$ cat config.mk
export PLATFORM = sky130hd
export DESIGN_NAME = fp_unit_arbiter
export DESIGN_NICKNAME = d
export VERILOG_FILES = /design/src/rtl/fp_unit_arbiter.sv
export SDC_FILE = /design/constraint.sdc
export NUM_CORES = 1
export LEC_CHECK = 0
export BUFFER_PORTS_ARGS = -buffer_cell sky130_fd_sc_hd__buf_4
export CAP_MARGIN = 20
export CORE_MARGIN = 8
export CORE_UTILIZATION = 25
export DETAILED_ROUTE_END_ITERATION = 6
export PLACE_DENSITY_LB_ADDON = 0.25
export SETUP_SLACK_MARGIN = 0.05
export SLEW_MARGIN = 20
export SYNTH_ARGS = -nofsm -noshare
export SYNTH_HDL_FRONTEND = slang
export SYNTH_SLANG_ARGS = --single-unit
$ cat constraint.sdc
create_clock -name clk -period 2.81 [get_ports clk]
set_input_delay 0.4215 -clock clk [delete_from_list [all_inputs] [get_ports clk]]
set_output_delay 0.4215 -clock clk [all_outputs]
set_load 0.05 [all_outputs]
$ cat src/rtl/fp_unit_arbiter.sv
// Round-robin arbiter sharing one combinational FP add/mul unit between two
// requesters; operands are held for SETTLE cycles before the result is captured.
module fp_unit_arbiter #(
  parameter int DATA_W = 8,
  parameter int SETTLE = 2
) (
  input  logic              clk,
  input  logic              reset,
  input  logic              req0_valid,
  input  logic              req0_op,
  input  logic [DATA_W-1:0] req0_a,
  input  logic [DATA_W-1:0] req0_b,
  output logic              req0_ready,
  input  logic              req1_valid,
  input  logic              req1_op,
  input  logic [DATA_W-1:0] req1_a,
  input  logic [DATA_W-1:0] req1_b,
  output logic              req1_ready,
  output logic              resp0_valid,
  output logic [DATA_W-1:0] resp0_data,
  input  logic              resp0_ready,
  output logic              resp1_valid,
  output logic [DATA_W-1:0] resp1_data,
  input  logic              resp1_ready,
  output logic              fpu_op,
  output logic [DATA_W-1:0] fpu_a,
  output logic [DATA_W-1:0] fpu_b,
  input  logic [DATA_W-1:0] fpu_result
);

  localparam int CNT_W = (SETTLE > 1) ? $clog2(SETTLE) : 1;

  typedef enum logic [1:0] {IDLE, BUSY, DONE} state_t;

  state_t                       state_q;
  logic [CNT_W-1:0]             cnt_q;
  logic                         owner_q;
  logic                         last_grant_q;
  logic                         fpu_op_q;
  logic [DATA_W-1:0]            fpu_a_q;
  logic [DATA_W-1:0]            fpu_b_q;
  logic [1:0]                   resp_valid_q;
  logic [1:0][DATA_W-1:0]       resp_data_q;

  logic grant_d;
  logic idle;
  logic resp_ready_own;

  // A lone requester wins outright; a tie goes to whoever was not served last.
  always_comb begin
    grant_d = req1_valid;
    if (req0_valid && req1_valid) begin
      grant_d = ~last_grant_q;
    end
  end

  assign idle           = (state_q == IDLE);
  assign req0_ready     = idle && !grant_d && req0_valid;
  assign req1_ready     = idle && grant_d && req1_valid;
  assign resp_ready_own = owner_q ? resp1_ready : resp0_ready;

  always_ff @(posedge clk) begin
    if (reset) begin
      state_q      <= IDLE;
      cnt_q        <= '0;
      owner_q      <= 1'b0;
      last_grant_q <= 1'b1;
      fpu_op_q     <= 1'b0;
      fpu_a_q      <= '0;
      fpu_b_q      <= '0;
      resp_valid_q <= '0;
      resp_data_q  <= '0;
    end else begin
      unique case (state_q)
        IDLE: begin
          if (req0_ready || req1_ready) begin
            fpu_op_q     <= grant_d ? req1_op : req0_op;
            fpu_a_q      <= grant_d ? req1_a : req0_a;
            fpu_b_q      <= grant_d ? req1_b : req0_b;
            owner_q      <= grant_d;
            last_grant_q <= grant_d;
            cnt_q        <= CNT_W'(SETTLE - 1);
            state_q      <= BUSY;
          end
        end
        BUSY: begin
          if (cnt_q == '0) begin
            resp_data_q[owner_q]  <= fpu_result;
            resp_valid_q[owner_q] <= 1'b1;
            state_q               <= DONE;
          end else begin
            cnt_q <= cnt_q - CNT_W'(1);
          end
        end
        DONE: begin
          if (resp_valid_q[owner_q] && resp_ready_own) begin
            resp_valid_q[owner_q] <= 1'b0;
            state_q               <= IDLE;
          end
        end
        default: state_q <= IDLE;
      endcase
    end
  end

  assign fpu_op      = fpu_op_q;
  assign fpu_a       = fpu_a_q;
  assign fpu_b       = fpu_b_q;
  assign resp0_valid = resp_valid_q[0];
  assign resp1_valid = resp_valid_q[1];
  assign resp0_data  = resp_data_q[0];
  assign resp1_data  = resp_data_q[1];

endmodule

Yosys cells after proc, flatten, opt, wreduce, memory -nomap -nowiden
Cells that the tools add are included.
Widths: inputs -> output; s select.
- order comparisons: 2
- reductions and logical operators: 17
- add/subtract/negate cells: 1
- bitwise operators: 5
- mux-type cells: 22
- eq/ne operators: 5
- operators with widths (operator ; number):
    $mux 8 ; 3
    $bwmux 16 ; 1
    $mux 2 ; 5
    $demux 8 s1 ; 1
    $mux 1 ; 8
    $logic_and 1x1->1 ; 7
    $pmux 2 s3 ; 1
    $reduce_and 2->1 ; 3
    $reduce_and 3->1 ; 2
    $ne 2x2->1 const B ; 2
    $pmux 2 s2 ; 1
    $reduce_bool 2->1 ; 2
    $and 2x2->2 ; 1
    $eq 2x1->1 const B ; 1
    $eq 2x2->1 const B ; 1
    $logic_not 2->1 ; 1
    $lt 1x2->1 const B ; 1
    $ne 2x1->1 const B ; 1
    $not 1->1 ; 2
    $not 2->2 ; 1
    $or 2x2->2 ; 1
    $pmux 1 s2 ; 1
    $demux 1 s1 ; 1
    $ge 1x1->1 const B ; 1
    other kinds (3) ; 3
- logic and storage cells: 62
- input port bits: 48
- bits in registers: 40
- output and inout bits: 37

Logic depth before layout (Yosys ltp)
Gate-level depths: netlist of run 1.
- word-level depth: 8
- mapped depth: 6
- mapped depth without buffers: 3

Least setup slack after synthesis of run 1
OpenSTA, ideal clock, no wires.
- path type: input -> output
- start point: input req1_valid
- end point: output req1_ready
- slack: 0.433 ns
- data arrival time: 1.955 ns
- stages: 4
- path buffers: 2
- required time: 2.389 ns
- cells stage by stage: a21bo_1 buf_2 buf_4 nor3_1
- longest elaborated chain between the ends: 4
- RTL lines (element ; RTL line ; text):
    start, declared ; 14 ; input logic req1_valid,
    $logic_and 1x1->1 ; 52 ; if (req0_valid && req1_valid) begin
    $mux 1 ; 52 ;
    $logic_and 1x1->1 ; 59 ; assign req1_ready = idle && grant_d && req1_valid;
    $logic_and 1x1->1 * ; 59 ;
    end, declared ; 18 ; output logic req1_ready,
Every way passes the cells marked *; elsewhere a longest branch is shown, timed or not.

Worst setup path in the final report of run 1
- start point: register last_grant_q
- end point: output req1_ready
- longest elaborated chain between the ends: 4
- RTL lines (element ; RTL line ; text):
    start, declared ; 38 ; logic last_grant_q;
    start signal, assigned ; 81 ; last_grant_q <= grant_d;
    $not 1->1 ; 53 ; grant_d = ~last_grant_q;
    $mux 1 ; 52 ;
    $logic_and 1x1->1 (2 in a row) ; 59 ;
Every way passes these cells.

==> summary.md, run 1 <==
| Metric | Value |
|---|---|
| Status | completed |
| Drt total wl | 5310 um |
| Fill count | 745 |
| Clk Latency, worst-skew pair | 0.29 ns |
| Worst-path clk slew | 0.08 ns |
| CP max FO | 18 |
| Cell at the root of the clock tree | clkbuf_8 |
| Cell Count, Final, Fillers Out | 383 |
| Distinct cell type count after synthesis | 28 |
| Max_cap viols | 0 |
| Power consumption | 0.00172 W |
| Post-Synth Adder-Cell Area | 0 |
| Synthesized cell area | 0.00179 sq mm |
| Total grt overflow | 0 |
| Drt pass-1 iters | 4 |
| Register cell area after layout | 801 sq um |
| Final HPWL from detailed placement | 3980 um |
| DIE HEIGHT | 101 um |
| Crit start category | flip-flop |
| CP max stage cell | a21bo_1 |
| Average wire per standard cell | 13.9 um |
| Most common cell after layout, fill and taps aside | buf_4 |
| HP Class | input port to flip-flop |
| WHS Path Cells | 3 |
| Antenna Nets Post-Route | 0 |
| Final Hold Fails | 0 |
| Number of diodes | 0 |
| Layout Skew | 0.00825 ns |
| Nets@finish | 332 |
| PwrDens | 673 mW/mm^2 |
| Total leakage power | 1.07 nW |
| Post-CTS resize count | 0 |
| Place WS | 0.932 ns |
| Period utilization | 0.707 |
| Most frequent cells in the layout | 88 x buf_4, 67 x nand2_1, 40 x dfxtp_1 |
| Clk sinks | 40 |
| R2R depth | 4 |
| RSZ-0062 raised after global routing | no |
| Pins Over Slew Limit | 0 |
| Final setup TNS | 0 ns |
| Largest family of logic cells by synthesized area | compound AO/OA/AOI/OAI gates |
| Largest net degree at the start of global routing | 42 |
| Peak supply drop | 234 uV |
| Synth Warn # | 0 |
| Fraction of synthesized area in multiplexers | 0 |
| Row cnt | 31 |
| Synth top area cells | dfxtp_1 45%, nand2_1 14%, a21oi_1 10%, a311oi_2 8.4%, a311oi_1 3.4% |
| Synthesis-to-finish area growth | 42.7% |
| Chip Width | 101 um |
| Cell taking the most area after synthesis | dfxtp_1 |
| CTS tree | done |
| Final setup margin | 0.822 ns |
| Fin crit period | 1.99 ns |
| Slew margin rel. | 0.551 |
| Final Util | 0.359 |
| # DRC | 0 |
| Post-CTS Hold Buffers | 0 |
| Synth Area in XOR/XNOR | 0 |
| Syn Nets | 256 |
| Slowest cell delay on critical path | 0.38 ns |
| Core Box Area | 0.00710 sq mm |
| Global-route wire length before repair | 8830 um |
| Critical path required time | 2.39 ns |
| CP arrival | 1.57 ns |
| Dpl cells | 376 |
| Synth Area in Compound Gates | 0.263 |
| CP endpoint kind | primary output |
| Cells after Synth | 208 |
| Num CTS Buffers | 5 |
| Overall routing resource usage | 0.108 |
| DIE AREA | 0.0101 sq mm |
| Initial Util | 0.252 |
| # setup viols final | 0 |
| CP delay by family, top | compound AO/OA/AOI/OAI gates |
| Antenna violations before repair | 0 |
| Register area share after synthesis | 0.448 |
| DR iter-0 viols | 51 |
| Critical path, cell by cell | a21bo_1, nor3_1, buf_4 |
| Number of global-route vias before repair | 1838 |
| Post-Syn Area per Cell | 8.59 sq um |
| CP Class | flip-flop to primary output |
| Number of buffers and inverters on the critical path | 1 |
| Least-Margin Pin Slew | 0.674 ns |
| Port bufs | 84 |
| Vias per Instance | 4.46 |
| Synth Register Bits | 40 |
| Number of cells on the critical path | 3 |
| Synth top area share | 0.448 |
| Layout cell share with drive strength beyond 1 | 0.380 |
| Number of setup buffers added after CTS | 0 |
| Post-Synth Simple-Gate Area | 0.223 |
| I/O pins | 85 |
| Max Buffers Root-to-Sink | 2 |
| Placer Congestion | 0.721 |
| Multi-input gate area | 868 sq um |
| H-tree Lvls | 2 |
| Max Fclk | 0.503 GHz |
| Vias | 1707 |
==> worst reg2reg max path, stage by stage, from the launching register on <==
cell,delay [ns]
dfxtp_1,0.41
nor2_1,0.48
buf_4,0.31
a21oi_1,0.10
a311oi_2,0.26
==> cell usage after synthesis (all sizes together) <==
library cell,count
a21bo,1
o21ai,2
a21boi,1
and3b,1
nor4bb,1
nand4bb,1
and2,1
a31oi,1
nor4b,1
clkbuf,6
nor3,2
buf,13
a221o,1
dfxtp,40
nor2b,2
a21oi,36
nand2,67
a311oi,17
a22oi,2
or2,1
or4b,1
nand2b,2
or3b,1
a22o,1
nor2,6
==> state kept, by name, indices dropped and copies added, names as in the netlist, named ones only <==
name          count
fpu_a             8
fpu_b             8
resp0_data        8
resp1_data        8
state_q           2
cnt_q             1
fpu_op            1
last_grant_q      1
owner_q           1
==> power breakdown <==
group	switching, W	internal (W)
logic	0.000397	0.000220
clock network	0.000192	0.000219
registers	0.0000542	0.000634
==> per-stage QoR <==
step                instance area [sq um]  hold WS, ns
detailed placement                   2450        0.449
global route                         2550        0.373
CTS                                  2550        0.371
floorplan                            1790        0.557
global placement                     2450        0.445
finish                               2550        0.387
==> kinds of logic after synthesis <==
| logic type | after synthesis |
|---|---|
| simple gates | 87 |
| compound gates | 62 |
| flops | 40 |
| buf+inv | 19 |
==> routing by layer <==
layer,global-route usage,part of all wire,wire (um),up-vias
met4,0.0314,0.011,57,0
met5,0,0,0,-
li1,-,-,-,875
met2,0.162,0.41,2200,71
met1,0.127,0.45,2370,754
met3,0.0628,0.13,687,7
==> cell type report <==
cell class | instances | share of cell area
clock buffers | 7 | 0.0378
multi-input cells | 149 | 0.341
flip-flops and latches | 40 | 0.314
well taps | 99 | 0.0486
repair buffers | 88 | 0.259
==> worst paths after layout <==
path                   end           from  slack (ns)
min          resp1_data[1]  fpu_result[1]        0.39
max             req1_ready   last_grant_q        0.82
max reg2reg       fpu_b[7]     state_q[1]        1.18
min reg2reg  resp0_data[1]  resp0_data[1]        0.46
No activity file was read; power rests on OpenSTA's default activity.
==> run 2: changes to the inputs <==
clock period = 1.8 ns   (was 2.81 ns; I/O delays follow)
==> run 2 against run 1 <==
  * Core utilization up 0.37 points
  * Flip-flop and latch count unchanged
  * Sequential share of layout area is 0.22 points lower
  * Via count grew 0.94%
  * Register-to-register slack worse by 0.96 ns
  * Largest power group unchanged
  * Sequential power up 57%
  * Design area grew 1.0%
  * Final cell count rose by 0.78%
  * Non-clock buffer count increased by 2
==> summary.md, run 2 (synthesized netlist as in run 1, its figures left out) <==
| Metric | Value |
|---|---|
| Tightest hold margin | 0.236 ns (-0.152 ns) |
| Port bufs | 84 (unchanged) |
| Sequential power share | 0.400 (about the same) |
| # setup viols final | 0 (unchanged) |
| Layout Skew | 0.0117 ns (+0.00340 ns) |
| Least-Margin Pin Slew | 0.857 ns (+0.183 ns) |
| Crit Reg-Reg Startpoint | state_q[1] |
| Crit path from | state_q[0] |
| Vias per Instance | 4.46 (+0.15%) |
| Area post-placement | 0.00247 sq mm (+0.82%) |
| Crit start category | flip-flop |
| Slew margin rel. | 0.429 (-0.122) |
| Status | completed |
| Overall routing resource usage | 0.110 (+0.00227) |
| Number of global-route vias before repair | 1877 (+2.1%) |
| Total leakage power | 1.09 nW (+1.3%) |
| Clk Latency, worst-skew pair | 0.29 ns (about the same) |
| WHS Path Cells | 3 (unchanged) |
| Vias | 1723 (+0.94%) |
| Finished Cell Area | 0.00258 sq mm (+1.0%) |
| Antenna violations before repair | 0 (unchanged) |
| CP max FO | 9 (-9) |
| I/O pins | 85 (unchanged) |
| Critical path required time | 1.53 ns (-0.86 ns) |
| Most frequent cells in the layout | 89 x buf_4, 67 x nand2_1, 38 x dfxtp_1 |
| # DRC | 0 (unchanged) |
| Drt pass-1 iters | 3 (-1) |
| Flop2flop setup slack | 0.22 ns (-0.96 ns) |
| CP endpoint kind | primary output |
| Core Box Area | 0.00710 sq mm (unchanged) |
| PwrDens | 1040 mW/mm^2 (+55%) |
| Reg-to-reg endpoint | fpu_a[2] |
| Num CTS Buffers | 5 (unchanged) |
| R2R depth | 3 (-1) |
| CP arrival | 1.41 ns (-0.16 ns) |
| Initial Util | 0.252 (unchanged) |
| CP max stage cell | or3b_1 |
| Total grt overflow | 0 (unchanged) |
| Number of diodes | 0 (unchanged) |
| Cell at the root of the clock tree | clkbuf_8 |
| Slowest cell delay on critical path | 0.43 ns (+0.05 ns) |
| Chip Width | 101 um (unchanged) |
| RSZ-0062 raised after global routing | no |
| HP Class | input port to flip-flop |
| Cell Int Power | 0.00165 W (+54%) |
| DIE AREA | 0.0101 sq mm (unchanged) |
| H-tree Lvls | 2 (unchanged) |
| Pins Over Slew Limit | 0 (unchanged) |
| Sw power | 0.00103 W (+61%) |
| DIE HEIGHT | 101 um (unchanged) |
| Row cnt | 31 (unchanged) |
| DR iter-0 viols | 33 (-35%) |
| Period utilization | 0.931 |
| Final setup TNS | 0 ns (unchanged) |
| Place WS | 0.125 ns (-0.807 ns) |
| Clk network pwr share | 0.238 (about the same) |
| Hold Startpoint | fpu_result[7] |
| Final Hold Fails | 0 (unchanged) |
| CTS tree | done |
| Nets@finish | 334 (+0.60%) |
| Max Fclk | 0.597 GHz |
| Max_cap viols | 0 (unchanged) |
| Placer Congestion | 0.709 (-1.7%) |
| Drt total wl | 5430 um (+2.2%) |
| CP Class | flip-flop to primary output |
| Combinational power share | 0.361 (+0.002) |
| Final setup margin | 0.124 ns (-0.698 ns) |
| Hold Crit Endpoint | resp0_data[7] |
| Number of setup buffers added after CTS | 0 (unchanged) |
| Power consumption | 0.00269 W (+56%) |
| Most common cell after layout, fill and taps aside | buf_4 |
| Layout cell share with drive strength beyond 1 | 0.397 (+0.0169) |
| Global-route wire length before repair | 9030 um (+2.2%) |
| Sw Ratio | 0.385 (+0.0105) |
| Largest net degree at the start of global routing | 30 (-29%) |
| Clk sinks | 40 (unchanged) |
| Peak supply drop | 335 uV (+43%) |
| Max Buffers Root-to-Sink | 2 (unchanged) |
| Fin crit period | 1.68 ns |
| Final HPWL from detailed placement | 4050 um (+1.9%) |
| Critical path, cell by cell | or3b_1, nor2_1, buf_6 |
| Antenna Nets Post-Route | 0 (unchanged) |
| Average wire per standard cell | 14.1 um (+1.4%) |
| Synthesis-to-finish area growth | 44.2% |
| Worst-path clk slew | 0.08 ns (about the same) |
run 2: layer usage:
metal / wire (um) / track usage
met1: 2360 / 0.125
met2: 2310 / 0.174
met3: 731 / 0.0684
met4: 26 / 0.0174
met5: 0 / 0
run 2: worst max-delay path by stage:
| stage | end | slack [ns] | cells past startpoint |
|---|---|---|---|
| 2_1_floorplan | req0_ready | 0.05 | 3 |
| 3_3_place_gp | fpu_op | 0.17 | 3 |
| 3_5_place_dp | fpu_a[2] | 0.12 | 3 |
| 4_1_cts | req0_ready | 0.06 | 3 |
| 5_1_grt | req0_ready | 0.06 | 3 |
| 6_report | req0_ready | 0.12 | 3 |
run 2: final cells by class:
type	count	area [sq um]
multi-input cells	149	873
clock buffers	6	82.6
repair buffers	90	679
flip-flops and latches	40	803
fillers	768	4520
well taps	99	124
clock inverters	2	13.8
run 2: power groups by stage:
stage | combinational [W] | clock [W] | sequential [W]
5_1_grt | 0.00104 | 0.000708 | 0.00109
6_report | 0.000971 | 0.000640 | 0.00108
4_1_cts | 0.000979 | 0.000669 | 0.00108
3_5_place_dp | 0.000979 | 0 | 0.00110
2_1_floorplan | 0.000404 | 0 | 0.00137
3_3_place_gp | 0.000976 | 0 | 0.00109
run 2: through the flow:
stage / util / std cells
after floorplan: - / 208
after detailed placement: 0.348 / 378
final: 0.363 / 386
after global placement: 0.348 / 378
after global routing: 0.363 / 386
after CTS: 0.362 / 386
run 2: timing repair:
item                                    CTS  global route
endpoints found under the setup margin    1             3
hold buffers                              0             0
gates resized for setup                   1             2
run 2: critical path: cells and delay by family (launching register included):
| family | cells | cell delay (ns) |
|---|---|---|
| buf+inv | 1 | 0.18 |
| flops | 1 | 0.37 |
| simple gates | 2 | 0.57 |
